## config.mk

```make
export PLATFORM = sky130hd
export DESIGN_NAME = prio_arbiter_flat
export DESIGN_NICKNAME = d
export VERILOG_FILES = /design/src/rtl/prio_arbiter_pkg.sv /design/src/rtl/prio_arbiter_if.sv /design/src/rtl/prio_arbiter_pick.sv /design/src/rtl/prio_arbiter.sv /design/src/flat_wrapper.sv
export SDC_FILE = /design/constraint.sdc
export NUM_CORES = 1
export LEC_CHECK = 0
export CAP_MARGIN = 40
export CORE_MARGIN = 2
export CORE_UTILIZATION = 40
export DETAILED_ROUTE_END_ITERATION = 16
export PLACE_DENSITY = 0.86
export SLEW_MARGIN = 20
export SYNTH_ARGS = -nofsm -noshare
export SYNTH_HDL_FRONTEND = slang
export SYNTH_SLANG_ARGS = --single-unit
export TNS_END_PERCENT = 30
```

## constraint.sdc

```tcl
create_clock -name clk -period 2 [get_ports clk]
set_input_delay 0.3 -clock clk [delete_from_list [all_inputs] [get_ports clk]]
set_output_delay 0.3 -clock clk [all_outputs]
set_load 0.02 [all_outputs]
```

## src/rtl/prio_arbiter_pkg.sv

```systemverilog
// Shared types and constants for the prio_arbiter block.
// Covers the FSM state encoding and the selection-mode constants.
package prio_arbiter_pkg;

    typedef enum logic {
        IDLE  = 1'b0,
        GRANT = 1'b1
    } state_t;

    localparam int MODE_FIXED = 0;
    localparam int MODE_RR    = 1;

endpackage

```

## src/rtl/prio_arbiter_if.sv

```systemverilog
// Requester-side bus of the arbiter: request lines, release strobe, and the held grant.
interface prio_arbiter_if #(
    parameter int N = 8
);
    localparam int W = $clog2(N);

    // Protocol: requesters raise req[i] and keep it up until granted. The grant
    // (gnt_vld/gnt_idx/gnt_oh) is held until the owner pulses done for one cycle
    // or the hold timeout forces a release (tmo pulses the cycle after). done is
    // ignored while gnt_vld=0.
    logic [N-1:0] req;
    logic         done;
    logic         gnt_vld;
    logic [W-1:0] gnt_idx;
    logic [N-1:0] gnt_oh;
    logic         tmo;

    modport master (output req, done, input gnt_vld, gnt_idx, gnt_oh, tmo);
    modport slave  (input req, done, output gnt_vld, gnt_idx, gnt_oh, tmo);

endinterface

```

## src/rtl/prio_arbiter_pick.sv

```systemverilog
// Combinational picker: the highest set bit of vec when vec is rotated so
// that bit 'start' sits at the top; idx is returned in un-rotated numbering.
module prio_pick #(
    parameter int N = 8,
    parameter int W = $clog2(N)
) (
    input  logic [N-1:0] vec,
    input  logic [W-1:0] start,
    output logic         found,
    output logic [W-1:0] idx
);

    logic [N-1:0] rot;
    int           pos;

    always_comb begin
        rot = '0;
        for (int j = 0; j < N; j++) begin
            rot[j] = vec[(int'(start) + 1 + j) % N];
        end

        found = |rot;
        pos   = 0;
        for (int j = 0; j < N; j++) begin
            if (rot[j]) pos = j;
        end

        idx = W'((int'(start) + 1 + pos) % N);
    end

endmodule

```

## src/rtl/prio_arbiter.sv

```systemverilog
// Registered N-way arbiter with held grants: fixed highest-index or round-robin
// selection, released by done or an optional hold timeout.
module prio_arbiter
    import prio_arbiter_pkg::*;
#(
    parameter int N   = 8,
    parameter int RR  = 0,
    parameter int TMO = 0
) (
    input  logic            clk,
    input  logic            rst_n,
    prio_arbiter_if.slave   bus,
    output state_t          dbg_state
);

    localparam int W  = $clog2(N);
    localparam int CW = (TMO > 1) ? $clog2(TMO) : 1;

    state_t        state_q;
    logic [CW-1:0] cnt_q;
    logic [W-1:0]  last_q;
    logic          vld_q;
    logic [W-1:0]  idx_q;
    logic [N-1:0]  oh_q;
    logic          tmo_q;

    logic [W-1:0]  start;
    logic          found;
    logic [W-1:0]  sel;
    logic          tmo_hit;
    logic          rel;

    // Round-robin searches from last-1 downwards, so last itself is tried last.
    always_comb begin
        if (RR == MODE_RR) begin
            start = (last_q == '0) ? W'(N - 1) : last_q - W'(1);
        end else begin
            start = W'(N - 1);
        end
    end

    prio_pick #(.N(N), .W(W)) u_pick (
        .vec   (bus.req),
        .start (start),
        .found (found),
        .idx   (sel)
    );

    assign tmo_hit = (TMO != 0) && (cnt_q == CW'(TMO - 1));
    assign rel     = bus.done || tmo_hit;

    always_ff @(posedge clk) begin
        if (!rst_n) begin
            state_q <= IDLE;
            cnt_q   <= '0;
            last_q  <= '0;
            vld_q   <= 1'b0;
            idx_q   <= '0;
            oh_q    <= '0;
            tmo_q   <= 1'b0;
        end else begin
            tmo_q <= 1'b0;
            case (state_q)
                IDLE: begin
                    if (found) begin
                        state_q <= GRANT;
                        cnt_q   <= '0;
                        last_q  <= sel;
                        vld_q   <= 1'b1;
                        idx_q   <= sel;
                        oh_q    <= N'(1) << sel;
                    end
                end
                GRANT: begin
                    cnt_q <= cnt_q + CW'(1);
                    if (rel) begin
                        // done has priority: a coinciding timeout is not flagged.
                        tmo_q <= tmo_hit && !bus.done;
                        if (found) begin
                            cnt_q  <= '0;
                            last_q <= sel;
                            idx_q  <= sel;
                            oh_q   <= N'(1) << sel;
                        end else begin
                            state_q <= IDLE;
                            vld_q   <= 1'b0;
                            idx_q   <= '0;
                            oh_q    <= '0;
                        end
                    end
                end
                default: state_q <= IDLE;
            endcase
        end
    end

    assign bus.gnt_vld = vld_q;
    assign bus.gnt_idx = idx_q;
    assign bus.gnt_oh  = oh_q;
    assign bus.tmo     = tmo_q;
    assign dbg_state   = state_q;

endmodule

```

## src/flat_wrapper.sv

```systemverilog
// flat-port wrapper written by rule: the top's interface ports become plain ports
module prio_arbiter_flat import prio_arbiter_pkg::*;
#(
    parameter int N   = 8,
    parameter int RR  = 0,
    parameter int TMO = 0
)
  (clk, rst_n, dbg_state, bus_req, bus_done, bus_gnt_vld, bus_gnt_idx, bus_gnt_oh, bus_tmo);
  prio_arbiter_if #(.N(N)) bus_i ();
  input  logic clk;
  input  logic rst_n;
  output state_t dbg_state;
  input wire logic [$bits(bus_i.req)-1:0] bus_req;
  input wire logic [$bits(bus_i.done)-1:0] bus_done;
  output wire logic [$bits(bus_i.gnt_vld)-1:0] bus_gnt_vld;
  output wire logic [$bits(bus_i.gnt_idx)-1:0] bus_gnt_idx;
  output wire logic [$bits(bus_i.gnt_oh)-1:0] bus_gnt_oh;
  output wire logic [$bits(bus_i.tmo)-1:0] bus_tmo;
  assign bus_i.req = bus_req;
  assign bus_i.done = bus_done;
  assign bus_gnt_vld = bus_i.gnt_vld;
  assign bus_gnt_idx = bus_i.gnt_idx;
  assign bus_gnt_oh = bus_i.gnt_oh;
  assign bus_tmo = bus_i.tmo;
  prio_arbiter #(.N(N), .RR(RR), .TMO(TMO)) u_core (.clk(clk), .rst_n(rst_n), .bus(bus_i), .dbg_state(dbg_state));
endmodule
```

==> metrics list, run 1 <==
- From synthesis to final layout, the design area changed by 59.1%.
* Start-to-end type of the worst setup path: in2reg
* Standard cell core area: 0.00133 mm²
- The number of antenna violations at the first check in global routing is 0.
* Outcome: completed
- Summing over every cut layer, the via total after detailed routing is 566.
- In this run the critical register-to-register path is launched from u_core.dbg_state$_SDFF_PN0_.
- For the worst setup path, the data arrival time is 1.95 ns.
- Along the worst hold path, the cell count comes to 1.
* Number of flip-flops and latches in the synthesized netlist: 13
* DRC viols: 0
* Commonest non-fill, non-tap cells in the layout: 23 x sky130_fd_sc_hd__clkdlybuf4s50_1, 13 x sky130_fd_sc_hd__dfxtp_1, 9 x sky130_fd_sc_hd__buf_4, 5 x sky130_fd_sc_hd__nor2_1, 5 x sky130_fd_sc_hd__a32o_1
* Largest net degree at the start of global routing: 10
- IR analysis of the VDD net gives a maximum drop of 0.000425 V.
- Avg WL per Cell: 13.0 µm
- The number of clock buffers added by TritonCTS is 3.
* Fmax: 0.567 GHz
- Measured along the y axis, the die boundary spans 42.3 µm.
* Sequential-to-total area share from yosys stat: 44.3%
- Between clock sinks in the finished design, the worst skew comes to 0.00225 ns.
* Type of the tightest min-delay check: reg2reg
* Post-CTS repair timing setup buffer count: 0
- Summed over all nets, the half-perimeter wirelength after detailed placement is 1090 µm.
* Static power due to leakage: 0.376 nW
- Counting every sink on the clock net gives 13.
- Data on the critical path is required at its endpoint by 2.19 ns.
- Largest fanout of any net on the critical path: 4
- The worst register-to-register path ends at u_core.bus.gnt_idx[2]$_SDFFE_PN0P_.
* Max-cap violation count: 0
- Clock tree buffer depth: 2
- Summed over all layers, the routed wires come to 1420 µm.
* Family with the most delay on the worst path: simple AND/OR/NAND/NOR gates
* Count of fill cells added during filler insertion: 101
* Number of buffers and inverters on the critical path: 1
- Dividing total power by cell area gives a power density of 605 mW/mm².
- The number of nets handed over by synthesis was 71.
* Die X-Extent: 42.3 µm
- Via count of the first global-routing pass: 523
- Gates resized, CTS repair: 0
- Leaving out fill and tap cells, the most frequent cell in the layout is sky130_fd_sc_hd__clkdlybuf4s50_1.
* Hold_sp: u_core.bus.gnt_idx[1]$_SDFFE_PN0P_
- Clock transition at path regs: 0.08 ns
* Share of the clock period used by the worst path: 88.1%
- TritonCTS clock tree: done
- For the finished layout, the period the worst path requires is 1.76 ns.
- Number of rows in the core area: 13
- Number of routed nets with antenna violations: 0
- The repair_antennas step left the layout with diodes totalling 0.
- Reg2Reg Setup Slack: 0.59 ns
* Max stage delay cell, worst path: sky130_fd_sc_hd__or4_4
- For this run, the number of Yosys warnings is 0.
- Utilization after layout: 70.0%
- Initial core utilization: 44.0%
- Number of endpoints with negative hold slack in the final report: 0
* Vias per Instance: 5.19
- Cells with a size suffix above 1 make up 20.2% of the layout.
- The cell count after synthesis came out at 60.
- First-pass GRT wire length: 2190 µm
* Cell-by-cell trace of the critical path: clkdlybuf4s50_1 -> or4_4 -> nor4b_4 -> nand3_1 -> a21boi_0
- RSZ-0062 raised after global routing: false
- Placed insts: 105
* Total negative slack: 0 ns
* Highest cell delay on the worst timing path: 0.59 ns
- After the first detailed-routing iteration, the DRC count stood at 8.
- # hold bufs at CTS: 0
- Clock latency on the worst-skew pair, taken at its later pin, is 0.28 ns.
* Count of buffers from port buffering: 23
* Post-Synthesis Mean Instance Area: 9.78 µm²
- Global placer's final weighted congestion: 0.797
- The floorplan step defined a die boundary enclosing 0.00179 mm².
- Number of standard cells in the final layout excluding fillers: 109
* Io pins: 25
- Critical Path End Type: flop
* FF-to-FF path depth: 5
- The worst hold path terminates at u_core.bus.gnt_idx[1]$_SDFFE_PN0P_.
- Layout net count: 106
- The worst setup path is launched from an input pin.
- First-pass iteration count of the detailed router: 4
- The final max-slew violation count came to 0.
* Post-synth cell types: 26
- CTS H-Tree Depth: 1
- Finish-stage setup viols: 0
- The cell sitting at the root of the clock tree is a sky130_fd_sc_hd__clkbuf_4.
- After global routing the overflow that remains totals 0.
* Tot GR Track Use: 16.4%
* Power consumption: 0.564 mW
- Cell Area, Synth: 587 µm²
==> logic make-up (layout without fill, tap and decap cells) <==
logic type             Yosys count  count (layout)  share of synthesized area (%)
other                            1               1                          0.639
buffers and inverters            6              40                           4.69
AOI/OAI and AO/OA               19              19                           26.9
DFF                             13              13                           44.3
and+or+nand+nor                 21              21                           23.5
==> Yosys cell counts <==
cell	count	area share [%]
sky130_fd_sc_hd__dfxtp_1	13	44
sky130_fd_sc_hd__a32o_1	5	8.5
sky130_fd_sc_hd__nor2_1	5	3.2
sky130_fd_sc_hd__a22o_1	3	4.5
sky130_fd_sc_hd__and2_1	3	3.2
sky130_fd_sc_hd__inv_1	3	1.9
sky130_fd_sc_hd__nand2_1	3	1.9
sky130_fd_sc_hd__a21oi_1	2	1.7
sky130_fd_sc_hd__and2b_2	2	3.0
sky130_fd_sc_hd__nand3_1	2	1.7
sky130_fd_sc_hd__nor2b_1	2	2.1
sky130_fd_sc_hd__o21a_1	2	2.6
sky130_fd_sc_hd__o21ai_0	2	1.7
sky130_fd_sc_hd__a21boi_0	1	1.3
sky130_fd_sc_hd__a21boi_2	1	1.9
sky130_fd_sc_hd__a22o_2	1	1.7
sky130_fd_sc_hd__a41o_1	1	1.7
sky130_fd_sc_hd__buf_1	1	0.64
sky130_fd_sc_hd__buf_2	1	0.85
sky130_fd_sc_hd__buf_4	1	1.3
sky130_fd_sc_hd__conb_1	1	0.64
sky130_fd_sc_hd__nor3b_1	1	1.3
sky130_fd_sc_hd__nor4_1	1	1.1
sky130_fd_sc_hd__nor4b_4	1	4.1
sky130_fd_sc_hd__o31ai_1	1	1.3
sky130_fd_sc_hd__or4_4	1	1.9
==> through the flow <==
| stage | instance area [µm²] | hold slack, ns | worst slack, ns |
|---|---|---|---|
| 6_report | 933 | 0.474 | 0.238 |
| 5_1_grt | 933 | 0.498 | 0.138 |
| 2_1_floorplan | 587 | 0.417 | 0.503 |
| 3_3_place_gp | 907 | 0.449 | 0.0741 |
| 4_1_cts | 933 | 0.477 | 0.241 |
| 3_5_place_dp | 907 | 0.459 | -0.0510 |
==> area by class of cell <==
| class | count | area (µm²) | share of cell area, % |
|---|---|---|---|
| inverter | 3 | 11.3 | 1.21 |
| tap | 15 | 18.8 | 2.01 |
| clock buffer | 4 | 26.3 | 2.82 |
| sequential | 13 | 260 | 27.9 |
| timing repair buffer | 33 | 318 | 34.0 |
| multi-input combinational | 41 | 299 | 32.0 |
==> worst register-to-register path, cell delays in order, from the launching register on <==
cell and delay [ns]:
sky130_fd_sc_hd__dfxtp_1 0.33, sky130_fd_sc_hd__and2b_2 0.20, sky130_fd_sc_hd__a41o_1 0.21, sky130_fd_sc_hd__and2_1 0.18, sky130_fd_sc_hd__buf_12 0.14, sky130_fd_sc_hd__a22o_2 0.25
==> worst max path at each step <==
stage / cells past startpoint / slack, ns / start / to
floorplan: 5 / 0.50 / u_core.dbg_state$_SDFF_PN0_ / u_core.bus.gnt_idx[2]$_SDFFE_PN0P_
global placement: 5 / 0.07 / bus_req[5] / u_core.bus.gnt_oh[1]$_SDFFE_PN0P_
detailed placement: 5 / -0.05 / bus_req[5] / u_core.bus.gnt_oh[0]$_SDFFE_PN0P_
CTS: 5 / 0.24 / bus_req[5] / u_core.bus.gnt_oh[0]$_SDFFE_PN0P_
global route: 5 / 0.14 / bus_req[5] / u_core.bus.gnt_oh[0]$_SDFFE_PN0P_
finish: 5 / 0.24 / bus_req[5] / u_core.bus.gnt_oh[0]$_SDFFE_PN0P_
==> sequential cells by signal (all words and copies together), names as in the netlist <==
register            cells
u_core.bus.gnt_oh       8
u_core.bus.gnt_vld      1
u_core.bus.gnt_idx      3
u_core.dbg_state        1
==> routing by layer <==
layer  part of all wire, %  track usage, %  vias up
li1                      -               -      289
met5                     0               0        -
met2                    43            25.5       27
met3                   8.4            4.74        2
met4                  0.71            7.50        0
met1                    48            20.7      248
==> power by group <==
part | internal [mW] | switching, mW | total, mW | leakage, nW
clock network | 0.0774 | 0.0866 | 0.164 | 0.0150
logic | 0.0691 | 0.0549 | 0.124 | 0.255
registers | 0.270 | 0.00616 | 0.276 | 0.107
(Power assumes the default switching activity.)
==> run 2: changes to the inputs <==
CAP_MARGIN = 15   (was 40)
CORE_ASPECT_RATIO = 0.9   (was unset)
==> run 2 against run 1 <==
  * Flip-flop and latch count stayed put
  * Non-clock buffer count is 2 lower
  * Clock skew is 0.0017 ns higher
  * Total power is 2.3% lower
  * Via count is 3.7% lower
  * Combinational power is 5% lower
  * Die area hardly changed
  * Critical path depth is 1 higher
  * Critical path type unchanged
  * Largest power group unchanged
  * Highest routed layer unchanged
==> metrics list, run 2 (same netlist as run 1, synthesis figures left out) <==
- The total overflow left after global routing is 0.
- The path with the worst hold slack has its endpoint at u_core.bus.gnt_oh[4]$_SDFFE_PN0P_.
- The via count of the first global-routing pass was 508.
- The tightest min-delay check is of the reg2reg type.
* Share of the clock period used by the worst path: 84.7%
- Placed insts: 103
- Worst vdd rail ir drop: 0.000336 V
* Clock buffer count from CTS: 3
- During placement, the flow inserted port buffers numbering 23.
- CTS H-Tree Depth: 1
* Hold WS: 0.470 ns
- Start-to-end type of the worst setup path: in2reg
- Static power due to leakage: 0.363 nW
- Num Clock Sinks: 13
- Startpoint of the worst-slack reg-to-reg timing path: u_core.dbg_state$_SDFF_PN0_
- Fraction of final layout cells sized beyond drive strength 1: 18.5%
* Max reg flops: 8
- Final max-slew violation count: 0
- RSZ-0062 raised after global routing: false
- Gates resized, CTS repair: 0
- Int Pwr: 0.412 mW
* Most common cell after layout, fill and taps aside: sky130_fd_sc_hd__clkdlybuf4s50_1
- FF-to-FF path depth: 5
* Post-CTS repair timing setup buffer count: 0
- Diode insertion count for antenna repair: 0
* Max-cap violation count: 0
- Arrival time worst endpoint: 1.91 ns
* Switching pwr: 0.139 mW
* Final wirelength: 1380 µm
- At the end of the flow the core is filled with cells to 64.0%.
- Number of standard cells in the final layout excluding fillers: 107
- Routability-driven placement finished with a final weighted congestion of 0.712.
* Finish-stage setup viols: 0
- The hold violation total from the final report is 0.
- Based on the critical path, the design can be clocked at up to 0.590 GHz.
* Largest fanout of any net on the critical path: 9
* Outcome: completed
- Die footprint: 0.00179 mm²
- First-pass GRT wire length: 2130 µm
- Layout net count: 104
* Largest net degree at the start of global routing: 10
- Clock tree buffer depth: 2
* Total negative slack: 0 ns
* Avg WL per Cell: 12.9 µm
- The share of total power dissipated in sequential elements is 50.1%.
- Tot GR Track Use: 17.7%
- For this design the ratio of total power to cell area is 609 mW/mm².
- Setup slack on the worst reg-to-reg path comes out at 0.56 ns.
* Switching Fraction: 25.2%
- Commonest non-fill, non-tap cells in the layout: 23 x sky130_fd_sc_hd__clkdlybuf4s50_1, 13 x sky130_fd_sc_hd__dfxtp_1, 8 x sky130_fd_sc_hd__buf_4, 5 x sky130_fd_sc_hd__nor2_1, 5 x sky130_fd_sc_hd__a32o_1
- Routed vias: 545
- Root buffer cell: sky130_fd_sc_hd__clkbuf_4
* Die Height: 40.3 µm
- Layout overhead on the synthesized area: 54.4%
* # hold bufs at CTS: 0
- Number of antenna violations at the first check in global routing: 0
- Number of routed nets with antenna violations: 0
- For the worst-skew pair, the clock arrives at the later sink with an insertion delay of 0.27 ns.
- The smallest clock period supported by the final layout is computed as 1.69 ns.
* Part of the power in the clock network: 28.4%
- Io pins: 25
- Summed over all nets, the half-perimeter wirelength after detailed placement is 1100 µm.
- Hold_sp: u_core.bus.gnt_oh[4]$_SDFFE_PN0P_
- DRC viols: 0
- Die X-Extent: 44.4 µm
- First-pass iteration count of the detailed router: 2
* Critical path startpoint category: input pin
- Once layout is done, the placed cells without fillers occupy 906 µm².
* Initial core utilization: 41.5%
- Along the worst hold path, the cell count comes to 1.
- TritonCTS built the clock tree.
- Post-detailed-placement cell area: 880 µm²
* Standard cell core area: 0.00142 mm²
* Reg2Reg Capture Point: u_core.bus.gnt_idx[2]$_SDFFE_PN0P_
- Across the routed clock network, the largest skew measured is 0.00396 ns.
* Share of power burned in combinational logic: 21.5%
* Clock transition at path regs: 0.07 ns
* Vias per Instance: 5.09
* Count of routing violations after the opening detailed-route iteration: 3
* Critical Path End Type: flop
- The initialized floorplan defines 13 standard-cell rows.
- For the worst setup path, the data required time is 2.22 ns.
[run 2: power groups by stage]
stage / Combinational (mW) / Sequential [mW] / Clock [mW]
after floorplan: 0.0390 / 0.296 / 0
after global placement: 0.116 / 0.282 / 0
after CTS: 0.118 / 0.277 / 0.166
final: 0.118 / 0.276 / 0.157
after global routing: 0.127 / 0.278 / 0.176
after detailed placement: 0.118 / 0.283 / 0
[run 2: final cells by class]
class,count,area [µm²]
Multi-Input combinational cell,41,299
Timing Repair Buffer,31,290
Tap cell,15,18.8
Fill cell,121,509
Sequential cell,13,260
Clock buffer,4,26.3
Inverter,3,11.3
[run 2: metal layers]
layer | share of wire, % | wire length [µm] | GRT usage, %
met3 | 5.2 | 71 | 7.66
met4 | 0.80 | 11 | 6.82
met2 | 49 | 677 | 31.3
met1 | 45 | 615 | 19.1
met5 | 0 | 0 | 0
[run 2: worst max path at each step]
stage | start | to | depth (start not counted)
floorplan | u_core.dbg_state$_SDFF_PN0_ | u_core.bus.gnt_idx[2]$_SDFFE_PN0P_ | 5
global route | bus_req[6] | u_core.bus.gnt_oh[2]$_SDFFE_PN0P_ | 6
finish | bus_req[5] | u_core.bus.gnt_oh[2]$_SDFFE_PN0P_ | 6
global placement | bus_req[5] | u_core.bus.gnt_oh[1]$_SDFFE_PN0P_ | 5
detailed placement | bus_req[5] | u_core.bus.gnt_oh[1]$_SDFFE_PN0P_ | 5
CTS | bus_req[5] | u_core.bus.gnt_oh[1]$_SDFFE_PN0P_ | 5
[run 2: worst max-delay path, cell delays in order]
cell and delay [ns]:
sky130_fd_sc_hd__clkdlybuf4s50_1 0.46, sky130_fd_sc_hd__nor4_1 0.45, sky130_fd_sc_hd__a41o_1 0.27, sky130_fd_sc_hd__and2_1 0.13
sky130_fd_sc_hd__buf_4 0.16, sky130_fd_sc_hd__a22o_1 0.15
[run 2: per-stage QoR]
stage / setup WS (ns) / power (mW)
2_1_floorplan: 0.503 / 0.335
3_3_place_gp: 0.0780 / 0.398
3_5_place_dp: 0.0461 / 0.401
4_1_cts: 0.338 / 0.561
5_1_grt: 0.160 / 0.580
6_report: 0.305 / 0.551
==> edit, RTL diff (config.mk and constraints of run 1) <==
Put one more register stage on the output `dbg_state`. The value now appears one clock later. The other outputs are not delayed to match.
--- a/src/rtl/prio_arbiter.sv
+++ b/src/rtl/prio_arbiter.sv
@@ -99,5 +99,7 @@
     assign bus.gnt_oh  = oh_q;
     assign bus.tmo     = tmo_q;
-    assign dbg_state   = state_q;
+    always_ff @(posedge clk) begin
+        dbg_state <= state_q;
+    end
 
 endmodule
Behaviour: not the same (a bounded check fails within 4 cycles, from zero or initial values and one cycle with rst_n low).
==> edit against run 1 <==
Power rose by 9.9%; register-to-register slack improved by 70 ps; area after synthesis rose by 9.0%; worst setup slack improved by 220 ps; global-route usage rose by 0.75 points; count of clock-buffer cells in the layout did not move; cell area fell by 2.4%; fmax rose by 14%; first-iteration DRC count fell by 63%; sequential cell count rose by 1; wire length fell by 4.4%; highest routed layer unchanged.
==> edit: results (changes against run 1) <==
[metrics] GR met3 Demand/Resource: 7.08% (+2.3 points)
[metrics] antenna diode count: 0 (unchanged)
[metrics] post-synthesis sequential area ratio: 43.8% (-0.51 points)
[metrics] met1 GRT Util: 19.8% (-0.83 points)
[metrics] met2 layer usage reported by global route: 25.9% (+0.34 points)
[metrics] Reg-to-Reg Start: u_core.state_q
[metrics] critical path data arrival time: 1240 ps (-710 ps)
[metrics] Setup Slack @ Placement: 174 ps (+225 ps)
[metrics] post-detailed-route wirelength per cell: 12.6 um (-2.7%)
[metrics] violation count after the first detailed-routing iteration: 3 (-5)
[metrics] number of cells on the worst reg-to-reg path: 4 (-1)
[metrics] maximum number of pins on one net before global-route repair: 9 (-1)
[metrics] slowest cell on the critical path: sky130_fd_sc_hd__clkdlybuf4s50_1
[metrics] global-route usage over all layers: 17.1% (+0.75 points)
[metrics] number of global-route vias before repair: 559 (+6.9%)
[metrics] last weighted congestion value of the routability-driven placer: 0.763 (-4.3%)
[metrics] Worst IR Drop VDD: 416 uV (-2.2%)
[metrics] top cells by area in the synthesized netlist: sky130_fd_sc_hd__dfxtp_1, sky130_fd_sc_hd__a22o_1, sky130_fd_sc_hd__a21boi_1, sky130_fd_sc_hd__a32o_2, sky130_fd_sc_hd__buf_6
[metrics] global-route wire length before repair: 2370 um (+7.8%)
[metrics] capture point of the worst path: bus_gnt_oh[3]
[metrics] Reg2Reg Setup Slack: 660 ps (+70 ps)
[metrics] capture point of the worst reg-to-reg path: u_core.bus.gnt_oh[2]
[metrics] share of final-layout standard cells stronger than drive strength 1: 14.3% (-5.9 points)
[metrics] post-synth cell types: 30 (+15%)
[metrics] source of the critical timing path: u_core.bus.gnt_oh[3]
[metrics] standby leakage power: 0.000359 uW (-4.6%)
[metrics] nets@finish: 103 (-2.8%)
[metrics] clock skew after layout: 4.26 ps (+2.01 ps)
[metrics] portion of the clock cycle consumed by the worst path in the final layout: 77.1% (-11 points)
[metrics] Syn Nets: 76 (+7.0%)
[metrics] number of vias after detailed routing: 573 (+1.2%)
[metrics] hpwl dp: 1070 um (-2.0%)
[metrics] leading post-synthesis cells by instance count: sky130_fd_sc_hd__dfxtp_1, sky130_fd_sc_hd__nand2_1, sky130_fd_sc_hd__a22o_1, sky130_fd_sc_hd__inv_1, sky130_fd_sc_hd__nor2_1
[metrics] run status: finished, final reports clean
[metrics] gate family responsible for the most delay along the worst path: buffers and inverters
[edit: final cells by class]
cell class	count	area (um2)
timing repair buffer	25	245
clock buffer	4	36.3
sequential	14	280
tap	16	20.0
fill	126	596
inverter	4	15.0
multi-input combinational	44	314
[edit: per-layer routing]
layer | wire length (um) | up-vias
met5 | 0 | -
met4 | 39 | 0
met3 | 89 | 5
met2 | 612 | 17
met1 | 612 | 264
li1 | - | 287
[edit: report_power, final]
part           total [uW]  leakage [uW]  switching [uW]  internal (uW)
Combinational         113      0.000223            53.9           58.7
Sequential            298      0.000115            6.74            291
Clock                 210     0.0000210            98.4            111
Total                 620      0.000359             159            461
[edit: how the worst min path moves through the flow]
stage              startpoint                to  slack [ps]  depth (start not counted)
4_1_cts        u_core.state_q  u_core.dbg_state         420                          0
6_report       u_core.state_q  u_core.dbg_state         410                          0
2_1_floorplan  u_core.state_q  u_core.dbg_state         370                          0
3_5_place_dp   u_core.state_q  u_core.dbg_state         400                          0
5_1_grt        u_core.state_q  u_core.dbg_state         440                          0
3_3_place_gp   u_core.state_q  u_core.dbg_state         400                          0
[edit: stage by stage]
stage | instances | power [uW] | area, um2
after floorplan | 65 | 362 | 639
after global placement | 103 | 415 | 875
after detailed placement | 103 | 418 | 875
after CTS | 107 | 627 | 911
after global routing | 107 | 647 | 911
final | 107 | 620 | 911
[edit: cells by family after synthesis]
group	Yosys count	share of synthesized area, %
other	1	0.587
and+or+nand+nor	23	22.7
DFF	14	43.8
buffers and inverters	7	7.04
AOI/OAI and AO/OA	20	25.8
